==> config.mk <==
export PLATFORM = sky130hd
export DESIGN_NAME = mem_line_requester
export DESIGN_NICKNAME = d
export VERILOG_FILES = /design/src/rtl/mem_if_pkg.sv /design/src/rtl/mem_lat_timer.sv /design/src/rtl/mem_line_requester.sv
export SDC_FILE = /design/constraint.sdc
export NUM_CORES = 1
export LEC_CHECK = 0
export ABC_AREA = 1
export CORE_AREA = 2 2 252 254
export DETAILED_ROUTE_END_ITERATION = 12
export DIE_AREA = 0 0 254 256
export SETUP_SLACK_MARGIN = 0.05
export SLEW_MARGIN = 25
export SYNTH_ARGS = -nofsm -noshare
export SYNTH_HDL_FRONTEND = slang
export SYNTH_SLANG_ARGS = --single-unit
==> constraint.sdc <==
create_clock -name clk -period 2 [get_ports clk]
set_clock_uncertainty 0.2 [all_clocks]
set_input_delay 0.6 -clock clk [delete_from_list [all_inputs] [get_ports clk]]
set_output_delay 0.6 -clock clk [all_outputs]
set_load 0.05 [all_outputs]
==> src/rtl/mem_if_pkg.sv <==
// Shared types and constants for the cache-line requester and its RAM interface.
// A line is four 32-bit words, with word 0 in the least significant bits.
package mem_if_pkg;

  localparam int LINE_ADDR_W    = 26;
  localparam int LINE_W         = 128;
  localparam int WORD_W         = 32;
  localparam int WORDS_PER_LINE = 4;

  typedef enum logic [1:0] {
    IDLE,
    WB,
    FILL,
    RESP
  } req_state_t;

  typedef struct packed {
    logic [LINE_ADDR_W-1:0] fill_addr;
    logic                   wb;
    logic [LINE_ADDR_W-1:0] wb_addr;
    logic [LINE_W-1:0]      wb_data;
  } line_req_t;

endpackage

==> src/rtl/mem_lat_timer.sv <==
// Loadable down-counter that measures one RAM access of LATENCY cycles.
// A start pulse loads LATENCY-1; done is high in the final cycle (count 0).
module mem_lat_timer #(
  parameter  int LATENCY = 5,
  localparam int CNT_W   = $clog2(LATENCY + 1)
) (
  input  logic clk,
  input  logic reset,
  input  logic start,
  output logic done,
  output logic almost_done
);

  localparam logic [CNT_W-1:0] LOAD = CNT_W'(LATENCY - 1);

  logic [CNT_W-1:0] cnt_q, cnt_d;

  // NOTE: every path assigns cnt_d, starting from a default, so no latch is inferred.
  always_comb begin
    cnt_d = cnt_q;
    if (start) begin
      cnt_d = LOAD;
    end else if (cnt_q != '0) begin
      cnt_d = cnt_q - CNT_W'(1);
    end
  end

  // NOTE: registers update with <= so all flops sample pre-edge values together.
  always_ff @(posedge clk) begin
    if (reset) begin
      cnt_q <= '0;
    end else begin
      cnt_q <= cnt_d;
    end
  end

  assign done        = (cnt_q == '0);
  assign almost_done = (cnt_q == CNT_W'(1));

endmodule

==> src/rtl/mem_line_requester.sv <==
// Sequences L1 miss requests (optional dirty-victim writeback, then line fill)
// onto the line RAM, and returns the filled line over a valid/ready handshake.
module mem_line_requester
  import mem_if_pkg::*;
#(
  parameter int MEM_LATENCY = 5
) (
  input  logic                   clk,
  input  logic                   reset,
  input  logic                   req_valid,
  output logic                   req_ready,
  input  logic [LINE_ADDR_W-1:0] req_fill_addr,
  input  logic                   req_wb,
  input  logic [LINE_ADDR_W-1:0] req_wb_addr,
  input  logic [LINE_W-1:0]      req_wb_data,
  output logic                   resp_valid,
  input  logic                   resp_ready,
  output logic [LINE_ADDR_W-1:0] resp_addr,
  output logic [LINE_W-1:0]      resp_data,
  output logic [LINE_ADDR_W-1:0] mem_rd_addr,
  input  logic [LINE_W-1:0]      mem_rd_data,
  output logic [LINE_ADDR_W-1:0] mem_wr_addr,
  output logic [LINE_W-1:0]      mem_wr_data,
  output logic                   mem_wr_en
);

  req_state_t state_q, state_d;

  logic                   resp_valid_q, resp_valid_d;
  logic [LINE_ADDR_W-1:0] resp_addr_q, resp_addr_d;
  logic [LINE_W-1:0]      resp_data_q, resp_data_d;
  logic [LINE_ADDR_W-1:0] mem_rd_addr_q, mem_rd_addr_d;
  logic [LINE_ADDR_W-1:0] mem_wr_addr_q, mem_wr_addr_d;
  logic [LINE_W-1:0]      mem_wr_data_q, mem_wr_data_d;
  logic                   mem_wr_en_q, mem_wr_en_d;

  line_req_t req_in;
  logic      accept;
  logic      tmr_start, tmr_done, tmr_almost_done;

  assign req_in = '{fill_addr: req_fill_addr, wb: req_wb,
                    wb_addr: req_wb_addr, wb_data: req_wb_data};

  assign req_ready = (state_q == IDLE) && !reset;
  assign accept    = req_valid && req_ready;

  // One timer serves both phases: restarted on accept and on the WB->FILL hop.
  assign tmr_start = accept || ((state_q == WB) && tmr_done);

  mem_lat_timer #(
    .LATENCY (MEM_LATENCY)
  ) u_timer (
    .clk         (clk),
    .reset       (reset),
    .start       (tmr_start),
    .done        (tmr_done),
    .almost_done (tmr_almost_done)
  );

  always_ff @(posedge clk) begin
    if (reset) begin
      state_q       <= IDLE;
      resp_valid_q  <= 1'b0;
      resp_addr_q   <= '0;
      resp_data_q   <= '0;
      mem_rd_addr_q <= '0;
      mem_wr_addr_q <= '0;
      mem_wr_data_q <= '0;
      mem_wr_en_q   <= 1'b0;
    end else begin
      state_q       <= state_d;
      resp_valid_q  <= resp_valid_d;
      resp_addr_q   <= resp_addr_d;
      resp_data_q   <= resp_data_d;
      mem_rd_addr_q <= mem_rd_addr_d;
      mem_wr_addr_q <= mem_wr_addr_d;
      mem_wr_data_q <= mem_wr_data_d;
      mem_wr_en_q   <= mem_wr_en_d;
    end
  end

  always_comb begin
    state_d = state_q;
    unique case (state_q)
      IDLE:    if (accept) state_d = req_in.wb ? WB : FILL;
      WB:      if (tmr_done) state_d = FILL;
      FILL:    if (tmr_done) state_d = RESP;
      RESP:    if (resp_ready) state_d = IDLE;
      default: state_d = IDLE;
    endcase
  end

  // The write enable is registered, so it is raised one cycle ahead of the
  // final WB cycle; a reset in that cycle clears it before it can pulse.
  always_comb begin
    resp_valid_d  = resp_valid_q;
    resp_addr_d   = resp_addr_q;
    resp_data_d   = resp_data_q;
    mem_rd_addr_d = mem_rd_addr_q;
    mem_wr_addr_d = mem_wr_addr_q;
    mem_wr_data_d = mem_wr_data_q;
    mem_wr_en_d   = 1'b0;
    unique case (state_q)
      IDLE: begin
        if (accept) begin
          mem_rd_addr_d = req_in.fill_addr;
          if (req_in.wb) begin
            mem_wr_addr_d = req_in.wb_addr;
            mem_wr_data_d = req_in.wb_data;
            mem_wr_en_d   = (MEM_LATENCY == 1);
          end
        end
      end
      WB:   mem_wr_en_d = tmr_almost_done;
      FILL: begin
        if (tmr_done) begin
          resp_data_d  = mem_rd_data;
          resp_addr_d  = mem_rd_addr_q;
          resp_valid_d = 1'b1;
        end
      end
      RESP: if (resp_ready) resp_valid_d = 1'b0;
      default: ;
    endcase
  end

  assign resp_valid  = resp_valid_q;
  assign resp_addr   = resp_addr_q;
  assign resp_data   = resp_data_q;
  assign mem_rd_addr = mem_rd_addr_q;
  assign mem_wr_addr = mem_wr_addr_q;
  assign mem_wr_data = mem_wr_data_q;
  assign mem_wr_en   = mem_wr_en_q;

endmodule
* After elaboration in Yosys (flattened, before gate mapping) *
Cells that the tools add are included.
Widths: inputs -> output; s select.

cells by class
  add/subtract/negate cells = 1
  equal/unequal tests = 8
  multiplexer cells = 11
  bitwise gates (word level) = 1
  reductions and logical operators = 17

operator list
  kind                 number
  $mux 2               5
  $ne 2x2->1 const B   4
  $pmux 2 s4           1
  $mux 3               2
  $reduce_and 3->1     2
  $eq 2x2->1 const B   2
  $reduce_and 2->1     2
  $reduce_and 4->1     1
  $reduce_bool 2->1    2
  $reduce_or 2->1      2
  $eq 3x1->1 const B   1
  $logic_and 1x1->1    3
  $logic_not 3->1      1
  $reduce_bool 3->1    1
  $sub 3x1->3 const B  1
  $eq 2x1->1 const B   1
  $logic_not 2->1      1
  $mux 1               2
  $pmux 1 s2           1
  $logic_not 1->1      1
  $logic_or 1x1->1     1
  $not 1->1            1

storage, ports and cells
  register bits = 341
  input bits = 313
  logic and storage cells = 48

* Depth between registers and ports, before layout *
  depth after elaboration = 5
  depth in mapped cells = 11

* By module *
From an unflattened synthesis, not the netlist that was laid out.

unflattened totals
  cells, all modules = 1525
  area, all modules = 11876.4 um2

by module, submodules not included
  module              times used  cells an instance  area an instance (um2)
  mem_line_requester  1           1496               11687.5
  mem_lat_timer       1           29                 188.9

* Worst setup path before layout *
OpenSTA, ideal clock, no wires.

  path type = reg-to-reg
  start = reg state_q[0]
  end = reg mem_wr_addr_q[0], in the netlist mem_wr_addr[0]
  setup time = 114 ps
  data arrival time = 1910 ps
  data required time = 1686 ps
  path slack = -225 ps
  cell stages (with the launch flop) = 12
  path buffers = 2
  period minus slack after synthesis = 2225 ps
  path through = dfxtp_1 inv_1 ha_1 inv_2 nor2_2 nand2_1 nor2_2 inv_2 buf_2 buf_2 nor2_1 nor2_1

on the way
  cells in the longest elaborated chain, start to end = 4

RTL lines
  what                        RTL line                  RTL
  start: declaration          mem_line_requester.sv:27  req_state_t state_q, state_d;
  start signal: assignment    mem_line_requester.sv:71  state_q <= state_d;
  $logic_not 2->1             mem_line_requester.sv:44  assign req_ready = (state_q == IDLE) && !reset;
  $logic_and 1x1->1           mem_line_requester.sv:44
  net req_ready               mem_line_requester.sv:11  output logic req_ready,
  $logic_and 1x1->1           mem_line_requester.sv:45  assign accept = req_valid && req_ready;
  $reduce_and 3->1 (no line)  n/a
  end signal: assignment      mem_line_requester.sv:76  mem_wr_addr_q <= mem_wr_addr_d;
  end: declaration            mem_line_requester.sv:33  logic [LINE_ADDR_W-1:0] mem_wr_addr_q, mem_wr_addr_d;

The timed path passes the listed nets, and every way through them passes these cells.
A chain may end at the register's enable or synchronous reset.

* Final worst setup path *
  start = reg state_q[1]
  end = out req_ready

on the way
  cells in the longest elaborated chain, start to end = 2

RTL lines
  what               RTL line
  $logic_not 2->1    mem_line_requester.sv:44
  $logic_and 1x1->1  mem_line_requester.sv:44
  end: declaration   mem_line_requester.sv:11

Every way passes these cells.

==> metrics.yaml <==
synth_edf_count: 0
clk_pin_slew_ns: 0.06
chipHeight_um: 256
route.detailed.drc: 0
place_ws_ns: -0.600
report.final.slew_viol_count: 0
initial_core_util_pct: 19.0
synth_flop_cell: "dfxtp_1"
htree_levels: 2
antenna_found_initial: 2
layout_common_cells: "nor2_1 (449), buf_12 (374), clkdlybuf4s50_1 (312)"
postSynthCellCount: 1517
r2r_setup_slack_ns: -0.23
route.met2.wl_mm: 29.3
finalCritPeriodShare_pct: 116
crit_path_end_kind: "output port"
peakVddDrop_mv: 1.03
crit_type: "flop to output port"
synth.distinct_cells: 23
vias_per_cell: 4.30
num_vias: 13400
stdcell_count: 3109
met3_length_mm: 4.82
syn2layout_area_growth_pct: 130
async_reset_ff_share_pct: 0
critPathRequiredTime_ns: 1.20
drtIter0Drc: 625
fin_nets: 2554
place_inst: 2976
top_layer_used: "met5"
timing.fmax_mhz: 432
violations: "setup timing"
layout_setup_ws_ns: -0.314
syn_nets: 1837
p_per_area_nw_per_um2: 1290
first_pass_iters: 5
met1_length_mm: 21.4
seq_area_frac_synth_pct: 57.5
place_congestion: 0.814
hold_path.class: "flop to flop"
drive_gt1_share_pct: 37.9
slew_headroom_pct: 72.1
finalSetupViolCount: 154
core-area_um2: 62400
grtUsageTotal_pct: 16.3
totalWireLength_mm: 58.6
io_buffers: 649
avgSynthCellArea_um2: 7.82
cp.arrival_ns: 1.51
ys_ff_latch: 341
die-area_um2: 65000
die_w_um: 254
hold_viol_final: 0
cts_buffers: 41
grt_pass1_vias: 13500
clk_latency_ns: 0.55
drv_cap: 0
cts-root-buf: "clkbuf_16"
p_leak_uw: 0.0111
cts_tree: "built"
holdWs_ns: 0.291
ys_warn_count: 0
rsz0062_at_grt: "yes"
antenna_left: 0
dp_hpwl_mm: 38.2
num_rows: 92
critPathLaunchType: "flop"
grt_pass1_wl_mm: 81.5
min_period_ns: 2.31
gr-total-overflow: 0
cts_buffer_depth: 3
syn-cell-area_um2: 11900
cts_sinks: 341
io_pins: 650
layout_commonest_cell: "nor2_1"
outcome: "finished with violations"
worstMarginPinSlew_ns: 0.418
critPathMaxFanout: 2
wl_per_cell_um: 18.9
grt_max_degree: 73
[layer usage]
layer,vias to the layer above,GRT usage [%]
met5,-,0
met4,2,7.24
met3,152,5.10
met2,604,28.8
met1,6310,17.7
li1,6309,-
[logic make-up after synthesis]
family	synth area share (%)
and+or+nand+nor	23.4
DFF	57.5
AOI/OAI and AO/OA	13.3
buffers and inverters	5.01
adders and majority gates	0.738
xor gates and xnor gates	0.0738
[report_power, final]
part / leakage (µW) / total (µW) / switching, µW / internal (µW)
combinational: 0.00759 / 17500 / 9210 / 8270
clock: 0.000648 / 7480 / 3020 / 4460
sequential: 0.00282 / 10200 / 1750 / 8460
[layout make-up]
type | count | area [µm²]
Timing Repair inverter | 5 | 98.8
Clock inverter | 11 | 144
Sequential cell | 341 | 6960
Multi-Input combinational cell | 1049 | 5820
Inverter | 18 | 125
Antenna cell | 1 | 2.50
Fill cell | 5668 | 35000
Timing Repair Buffer | 778 | 12000
Clock buffer | 60 | 1180
Tap cell | 846 | 1060
[worst paths after layout]
path / start / to / cells past startpoint
max: state_q[1] / req_ready / 6
min: mem_rd_addr[4] / mem_rd_addr[4] / 2
max reg2reg: state_q[1] / mem_wr_data[125] / 15
min reg2reg: mem_rd_addr[4] / mem_rd_addr[4] / 2
[metrics by stage]
stage	power (µW)	utilization (%)	cell area [µm²]	setup TNS [ns]
5_1_grt	36600	43.8	27400	-41.11
6_report	35200	43.8	27400	-24.16
4_1_cts	34800	41.7	26000	-30.91
3_5_place_dp	26000	36.9	23000	-122.89
2_1_floorplan	16800	-	11900	0
3_3_place_gp	25800	36.9	23000	-121.05
[flip-flops by register name, summed over array words and instances (netlist names)]
name	cells
resp_data	128
mem_wr_en	1
resp_valid	1
resp_addr	26
mem_wr_data	128
state_q	2
u_timer.cnt_q	3
mem_wr_addr	26
mem_rd_addr	26
[cell usage after synthesis, drive strengths merged (7+ instances only)]
cell type	number	area share [%]
nor2	628	20
dfxtp	341	58
o21ai	312	13
nand2	68	2.2
clkbuf	61	1.9
buf	48	2.5
nand3	29	1.2
inv	17	0.54
ha	7	0.74
[timing repair]
item                       CTS  global route
buffers inserted            33            11
setup endpoints to repair  281           347
pin swaps                    7            45
hold buffers                 0             0
gates cloned                20            12
resized for setup          317           313
[critical path: stages (launching register included)]
cell     delay, ns
dfxtp_2       0.32
inv_2         0.08
ha_4          0.14
inv_2         0.04
nor2_4        0.13
buf_6         0.12
buf_12        0.13
Power figures use the tool's default switching activity.
